<file path="config.mk">
export PLATFORM = sky130hd
export DESIGN_NAME = cnn_layer_scheduler
export DESIGN_NICKNAME = d
export VERILOG_FILES = /design/src/rtl/cnn_layer_scheduler.sv
export SDC_FILE = /design/constraint.sdc
export NUM_CORES = 1
export LEC_CHECK = 0
export ABC_AREA = 1
export CAP_MARGIN = 20
export CORE_ASPECT_RATIO = 2
export CORE_MARGIN = 10
export CORE_UTILIZATION = 54
export CTS_BUF_LIST = sky130_fd_sc_hd__clkbuf_8
export CTS_CLUSTER_SIZE = 20
export DETAILED_ROUTE_END_ITERATION = 8
export PLACE_DENSITY = 0.82
export SYNTH_ARGS = -nofsm -noshare
export SYNTH_HDL_FRONTEND = slang
export SYNTH_SLANG_ARGS = --single-unit
</file>
<file path="constraint.sdc">
create_clock -name clk -period 2.46 [get_ports clk]
set_input_delay 0.246 -clock clk [delete_from_list [all_inputs] [get_ports clk]]
set_output_delay 0.246 -clock clk [all_outputs]
set_load 0.03 [all_outputs]
</file>
<file path="src/rtl/cnn_layer_scheduler.sv">
// Layer-by-layer job sequencer for the LeNet-style conv/pool engine and DMA.
// Walks a fixed five-entry layer table, one DMA load + engine job per step.
module cnn_layer_scheduler #(
    parameter int N_LAYERS = 5,
    parameter int JOB_W    = 16
) (
    input  logic             clk,
    input  logic             rst,
    input  logic             start,
    output logic             dma_req,
    output logic [2:0]       dma_layer,
    output logic [6:0]       dma_out_map,
    output logic [3:0]       dma_in_map,
    input  logic             dma_done,
    output logic             eng_valid,
    input  logic             eng_ready,
    output logic             eng_conv,
    output logic             eng_accum,
    output logic             eng_last,
    output logic [5:0]       eng_size,
    input  logic             eng_done,
    output logic             busy,
    output logic             finish,
    output logic [JOB_W-1:0] job_count
);

    typedef enum logic [2:0] {
        S_IDLE,
        S_DMA,
        S_ISSUE,
        S_WAIT,
        S_FIN
    } state_t;

    localparam logic [2:0] LAST_LAYER = 3'(N_LAYERS - 1);

    state_t           state_q, state_d;
    logic [2:0]       layer_q, layer_d;
    logic [6:0]       out_q, out_d;
    logic [3:0]       in_q, in_d;
    logic [JOB_W-1:0] job_cnt_q, job_cnt_d;
    logic             dma_req_q, eng_valid_q, busy_q, finish_q;

    logic       lay_conv;
    logic [5:0] lay_size;
    logic [3:0] lay_in_max;
    logic [6:0] lay_out_max;
    logic       last_in, last_out, desc_vld;

    // Fixed network: in_max/out_max are map counts minus one
    always_comb begin
        lay_conv    = 1'b1;
        lay_size    = 6'd5;
        lay_in_max  = 4'd15;
        lay_out_max = 7'd119;
        case (layer_q)
            3'd0: begin
                lay_conv = 1'b1; lay_size = 6'd32;
                lay_in_max = 4'd0; lay_out_max = 7'd5;
            end
            3'd1: begin
                lay_conv = 1'b0; lay_size = 6'd28;
                lay_in_max = 4'd0; lay_out_max = 7'd5;
            end
            3'd2: begin
                lay_conv = 1'b1; lay_size = 6'd14;
                lay_in_max = 4'd5; lay_out_max = 7'd15;
            end
            3'd3: begin
                lay_conv = 1'b0; lay_size = 6'd10;
                lay_in_max = 4'd0; lay_out_max = 7'd15;
            end
            default: begin
                lay_conv = 1'b1; lay_size = 6'd5;
                lay_in_max = 4'd15; lay_out_max = 7'd119;
            end
        endcase
    end

    assign last_in  = !lay_conv || (in_q == lay_in_max);
    assign last_out = (out_q == lay_out_max);

    always_comb begin
        state_d   = state_q;
        layer_d   = layer_q;
        out_d     = out_q;
        in_d      = in_q;
        job_cnt_d = job_cnt_q;
        case (state_q)
            S_IDLE: begin
                if (start) begin
                    state_d   = S_DMA;
                    layer_d   = 3'd0;
                    out_d     = 7'd0;
                    in_d      = 4'd0;
                    job_cnt_d = '0;
                end
            end
            S_DMA: begin
                if (dma_done) state_d = S_ISSUE;
            end
            S_ISSUE: begin
                if (eng_ready) state_d = S_WAIT;
            end
            S_WAIT: begin
                if (eng_done) begin
                    if (job_cnt_q != '1) job_cnt_d = job_cnt_q + JOB_W'(1);
                    state_d = S_DMA;
                    if (!last_in) begin
                        in_d = in_q + 4'd1;
                    end else if (!last_out) begin
                        in_d  = 4'd0;
                        out_d = out_q + 7'd1;
                    end else begin
                        in_d  = 4'd0;
                        out_d = 7'd0;
                        if (layer_q == LAST_LAYER) begin
                            layer_d = 3'd0;
                            state_d = S_FIN;
                        end else begin
                            layer_d = layer_q + 3'd1;
                        end
                    end
                end
            end
            S_FIN:   state_d = S_IDLE;
            default: state_d = S_IDLE;
        endcase
    end

    always_ff @(posedge clk) begin
        if (rst) begin
            state_q     <= S_IDLE;
            layer_q     <= 3'd0;
            out_q       <= 7'd0;
            in_q        <= 4'd0;
            job_cnt_q   <= '0;
            dma_req_q   <= 1'b0;
            eng_valid_q <= 1'b0;
            busy_q      <= 1'b0;
            finish_q    <= 1'b0;
        end else begin
            state_q     <= state_d;
            layer_q     <= layer_d;
            out_q       <= out_d;
            in_q        <= in_d;
            job_cnt_q   <= job_cnt_d;
            dma_req_q   <= (state_d == S_DMA);
            eng_valid_q <= (state_d == S_ISSUE);
            busy_q      <= (state_d == S_DMA) || (state_d == S_ISSUE)
                        || (state_d == S_WAIT);
            finish_q    <= (state_d == S_FIN);
        end
    end

    // Descriptor fields read as zero whenever no job is being presented
    assign desc_vld    = dma_req_q | eng_valid_q;
    assign dma_req     = dma_req_q;
    assign eng_valid   = eng_valid_q;
    assign busy        = busy_q;
    assign finish      = finish_q;
    assign job_count   = job_cnt_q;
    assign dma_layer   = desc_vld ? layer_q : 3'd0;
    assign dma_out_map = desc_vld ? out_q : 7'd0;
    assign dma_in_map  = desc_vld ? in_q : 4'd0;
    assign eng_conv    = desc_vld & lay_conv;
    assign eng_accum   = desc_vld & lay_conv & (in_q != 4'd0);
    assign eng_last    = desc_vld & last_in;
    assign eng_size    = desc_vld ? lay_size : 6'd0;

endmodule

</file>
# Word-level counts from Yosys, hierarchy flattened

Cells that the tools add are included.

Divide/modulo/power cells: 0
Multipliers: 0
Reductions and logical operators: 15
Shift-type cells: 0
Eq/ne operators: 19
Bitwise logic cells: 4
Add/sub/neg operators: 4
Muxes and demuxes: 35
Order comparisons: 0

Operator list:

| cell                                                                   | count |
|---|---|
| 16-bit two-way mux                                                     | 3 |
| 3-bit two-way mux                                                      | 13 |
| 7-bit two-way mux                                                      | 5 |
| 16-bit case mux with 2 select lines                                    | 1 |
| 7-bit case mux with 2 select lines                                     | 2 |
| 6-bit case mux with 4 select lines                                     | 1 |
| 3-bit by 2-bit equality test with 1-bit output (second input constant) | 6 |
| 16-bit by 1-bit adder with 16-bit output (second input constant)       | 1 |
| 4-bit two-way mux                                                      | 4 |
| 16-bit != test (second input constant)                                 | 1 |
| 4-bit case mux with 2 select lines                                     | 2 |
| 3-bit case mux with 4 select lines                                     | 1 |
| 2-bit != test (second input constant)                                  | 5 |
| 3-bit by 1-bit equality test with 1-bit output (second input constant) | 3 |
| 4-bit AND reduction                                                    | 2 |
| 7-bit by 1-bit adder with 7-bit output (second input constant)         | 1 |
| 7-bit equality test                                                    | 1 |
| 3-bit equality test (second input constant)                            | 2 |
| 3-bit zero test                                                        | 2 |
| 6-bit two-way mux                                                      | 1 |
| 3-bit case mux with 2 select lines                                     | 1 |
| 2-bit OR reduction                                                     | 3 |
| 5-bit AND reduction                                                    | 1 |
| 4-bit by 1-bit adder with 4-bit output (second input constant)         | 1 |
| other kinds (10)                                                       | 14 |

RAM bits: 0
Output and inout port bits: 43
Register bits after elaboration: 37
Input bits: 6
Latch bits: 0
ROM bits: 0
Memories kept: 0
Logic and storage cells: 86

# Depth between registers and ports, before layout

Word-level depth: 11
Mapped depth: 14
Gate-level depth less buffers: 14

# Worst setup path after synthesis

No wires, ideal clock.

Kind: register to output
Start point: register layer_q[2]
End point: output port eng_last
Setup slack: 0.464 ns
Buffers on the path: 0
Data required time: 2.214 ns
Cell stages (with the launch flop): 10
Arrival: 1.750 ns
Path through: dfxtp_1 inv_4 ha_1 inv_1 nand3_2 nand2_1 nand2_1 nand2_1 nand3_4 a21oi_1

Cells in the longest elaborated chain, start to end: 6
Elaborated cells between the ends (all ways): 10
Those cells by class: 4 x eq/ne; 1 x mux; 1 x bitwise; 4 x reduce/logical

RTL lines:

| element                                                                | RTL line | RTL |
|---|---|---|
| start, declared                                                        | 38       | `logic [2:0] layer_q, layer_d;` |
| start signal, assigned                                                 | 144      | `layer_q <= layer_d;` |
| 3-bit by 2-bit equality test with 1-bit output (tied with other cells) | 56       | `case (layer_q)` |
| 3-bit OR reduction (no line)                                           | n/a      |  |
| 4-bit case mux with 2 select lines                                     | 56       |  |
| 4-bit equality test                                                    | 80       | `assign last_in = !lay_conv \|\| (in_q == lay_in_max);` |
| 1-bit logical OR *                                                     | 80       |  |
| 1-bit AND *                                                            | 168      | `assign eng_last = desc_vld & last_in;` |
| end, declared                                                          | 19       | `output logic eng_last,` |

Mark *: on every way between the ends. The rest lies on a longest branch, timed or not.

# Worst setup path after layout

Start point: register in_q[0]
End point: output port eng_accum

Cells in the longest elaborated chain, start to end: 2

RTL lines:

| element                | RTL line | RTL |
|---|---|---|
| start, declared        | 40       | `logic [3:0] in_q, in_d;` |
| start signal, assigned | 146      | `in_q <= in_d;` |
| 4-bit nonzero test     | 167      | `assign eng_accum = desc_vld & lay_conv & (in_q != 4'd0);` |
| 1-bit AND              | 167      |  |
| end, declared          | 18       | `output logic eng_accum,` |

No other way between the ends.

==> results.tsv <==
stage	metric	value	unit
setup_path	CP endpoint kind	primary output	
clocking	Clock Sinks	37	
drt	DR vias	2480	
timing	Final setup viols	0	
timing	hold violation count in the final report	0	
placement	Inst Count DP	462	
cells_and_area	cell area after layout	3201	µm²
clocking	CTS Buf Count	5	
placement	Port Buf Inserts	48	
global_routing	GR Util met2	0.3414	
global_routing	GR Overflow Total	0	
placement	gpl congestion	0.9151	
global_routing	pin count of the biggest net entering global routing	23	
global_routing	GR peak layer	met2	
timing	Max Slew Vio Count	0	
logic_synthesis	asr flop ratio synth	0	
setup_path	Critical Path Start Type	flop	
placement	Area after DPL	3053	µm²
clocking	clock slew at reported path FFs	0.08	ns
clocking	# H-tree levels	2	
timing	period utilization	0.9361	
setup_path	reg2reg start	job_count[0]$_SDFFE_PP0P_	
timing	post-route setup slack	0.1571	ns
power	P_leak	1.236	nW
logic_synthesis	Yosys top cell area share	0.2938	
global_routing	vias in the first global route	2524	
clocking	hold buffer count at CTS	0	
logic_synthesis	Synth Instances	364	
cells_and_area	ANT cells	0	
setup_path	crit path from	in_q[0]$_SDFFE_PP0P_	
logic_synthesis	register area share after synthesis	0.2938	
global_routing	Total GRT Usage	0.1781	
timing	setup TNS	0	ns
logic_synthesis	top cells by area, synth	dfxtp_1 29%, nand2_1 11%, nor2_1 8.9%	
global_routing	M3 GR Usage	0.02498	
logic_synthesis	Synth Area per Inst	6.926	µm²
timing	WHS	0.4961	ns
worst_hold_path	min-delay src	out_q[6]$_SDFFE_PP0P_	
status	status	complete, no violations	
cells_and_area	post-route insts no fill	471	
cells_and_area	commonest non-fill, non-tap cell in the layout	nand2_1	
cells_and_area	layout cell share with drive strength beyond 1	0.1490	
drt	routed length per instance	14.57	µm
setup_path	Arr. time, crit path	2.06	ns
timing	Layout Skew	0.01020	ns
worst_hold_path	hold path depth	2	
drt	Avg Vias per Cell	5.265	
cells_and_area	most frequent cells in the layout	73 x nand2_1, 59 x nor2_1, 45 x clkdlybuf4s50_1, 40 x inv_1, 37 x dfxtp_1	
die	Initial Util	0.5536	
power	Worst VDD drop	450.2	µV
clocking	CTS tree	built	
die	IO Pins	49	
timing	Slew @ Worst Pin	0.4937	ns
die	Die Height	116.6	µm
setup_path	WS Path Type	reg -> out	
global_routing	initial antenna violation count	0	
setup_path	cells on worst reg2reg path	9	
die	row cnt	35	
drt	Detail Route Antenna Nets	0	
logic_synthesis	cell taking the most area after synthesis	dfxtp_1	
cells_and_area	Fillers	400	
logic_synthesis	Synth cell types	35	
placement	worst slack, placed	0.02492	ns
power	power per cell area	568.0	nW/µm²
logic_synthesis	flops & latches, synth	37	
drt	number of DRC markers in iteration 0	139	
clocking	root buffer cell	clkbuf_8	
timing	worst rel slew slack	0.6709	
run	MaxCap Viol Count	0	
drt	final WL	6861	µm
cells_and_area	final core utilization	0.7027	
drt	First-pass DRT Iterations	4	
worst_hold_path	worst min path class	reg -> reg	
drt	DR DRC count	0	
placement	DP Wirelength	5227	µm
logic_synthesis	YS warnings	0	
clocking	largest buffer count on any clock path	2	
timing	Max Clk Rate	0.4342	GHz
setup_path	WP data required	2.21	ns
global_routing	first-pass GRT wire length	11190	µm
timing	min cycle time layout	2.303	ns
timing	RSZ-0062 raised after global routing	no	
logic_synthesis	Post-Syn Area	2521	µm²
cells_and_area	Layout area overhead	26.95	%
logic_synthesis	number of synthesized flops with an enable pin	0	
die	Core Box Area	4554	µm²
clocking	latest clock arrival within the worst-skew pair	0.30	ns
die	die footprint	7968	µm²
global_routing	met1 Usage GRT	0.1614	
power	Design Power	1.818	mW
die	Die W	68.32	µm
logic_synthesis	Syn Nets	379	
setup_path	critical path fanouts, max	5	
cells_and_area	nets	430	
logic_synthesis	Top FF cell, synth	dfxtp_1	
[path summary, 6_finish.rpt]
| kind | end | slack, ns |
|---|---|---|
| min | out_q[6]$_SDFFE_PP0P_ | 0.50 |
| max reg2reg | job_count[2]$_SDFFE_PP0P_ | 0.46 |
| max | eng_accum | 0.16 |
| min reg2reg | out_q[6]$_SDFFE_PP0P_ | 0.50 |
[logic make-up (layout without fill, tap and decap cells)]
family / after synthesis / in the layout / share of synthesized area
adders and majority gates: 9 / 9 / 0.04467
and+or+nand+nor: 203 / 203 / 0.3945
AOI/OAI and AO/OA: 42 / 42 / 0.1102
buffers and inverters: 52 / 104 / 0.08387
DFF: 37 / 37 / 0.2938
xor gates and xnor gates: 21 / 21 / 0.07295
[Yosys cell counts, types with 2 or more instances]
master / number
a21oi_2: 6
inv_2: 2
inv_1: 40
nand2_4: 4
a21oi_1: 20
ha_1: 9
nor2_1: 60
dfxtp_1: 37
nand4_1: 10
nand2_2: 17
nor2_2: 3
o21ai_0: 6
xor2_1: 15
buf_2: 2
clkbuf_1: 5
o21ai_2: 3
nand2_1: 73
nand3_4: 2
nor3_1: 10
xnor2_1: 6
nand3_2: 3
nand3_1: 17
nor3_4: 2
[sequential cells by signal, indices dropped and copies added, names as in the netlist]
signal	count
busy	1
dma_req	1
eng_valid	1
finish	1
in_q	4
job_count	16
layer_q	3
out_q	7
state_q	3
[report_power, final]
part	internal (mW)	switching, mW	total, mW
logic	0.176	0.357	0.534
registers	0.623	0.0247	0.648
clock network	0.403	0.234	0.637
total	1.20	0.616	1.82
[per-layer routing]
| metal | part of all wire | up-vias |
|---|---|---|
| met1 | 0.36 | 1139 |
| li1 | - | 1256 |
| met3 | 0.040 | 21 |
| met4 | 0.038 | 0 |
| met2 | 0.56 | 64 |
| met5 | 0 | - |
[final cells by class]
| cell class | instances | area [µm²] | area share |
|---|---|---|---|
| Multi-Input combinational cell | 275 | 1579 | 0.4934 |
| Sequential cell | 37 | 740.7 | 0.2314 |
| Timing Repair Buffer | 53 | 514.2 | 0.1607 |
| Inverter | 43 | 163.9 | 0.05121 |
| Clock buffer | 5 | 68.82 | 0.02150 |
| Tap cell | 55 | 68.82 | 0.02150 |
| Clock inverter | 3 | 65.06 | 0.02033 |
[repair_timing]
action,in CTS,in global routing
endpoints found under the hold margin,0,0
setup endpoints to repair,2,13
gates resized for setup,4,5
buffers inserted,0,0
pin swaps,0,1
[worst max-delay path, stage by stage (launching register included)]
cell	delay, ns
dfxtp_1	0.43
inv_1	0.10
ha_1	0.21
a311oi_1	0.29
clkdlybuf4s50_1	0.72
No activity file was read; power rests on OpenSTA's default activity.
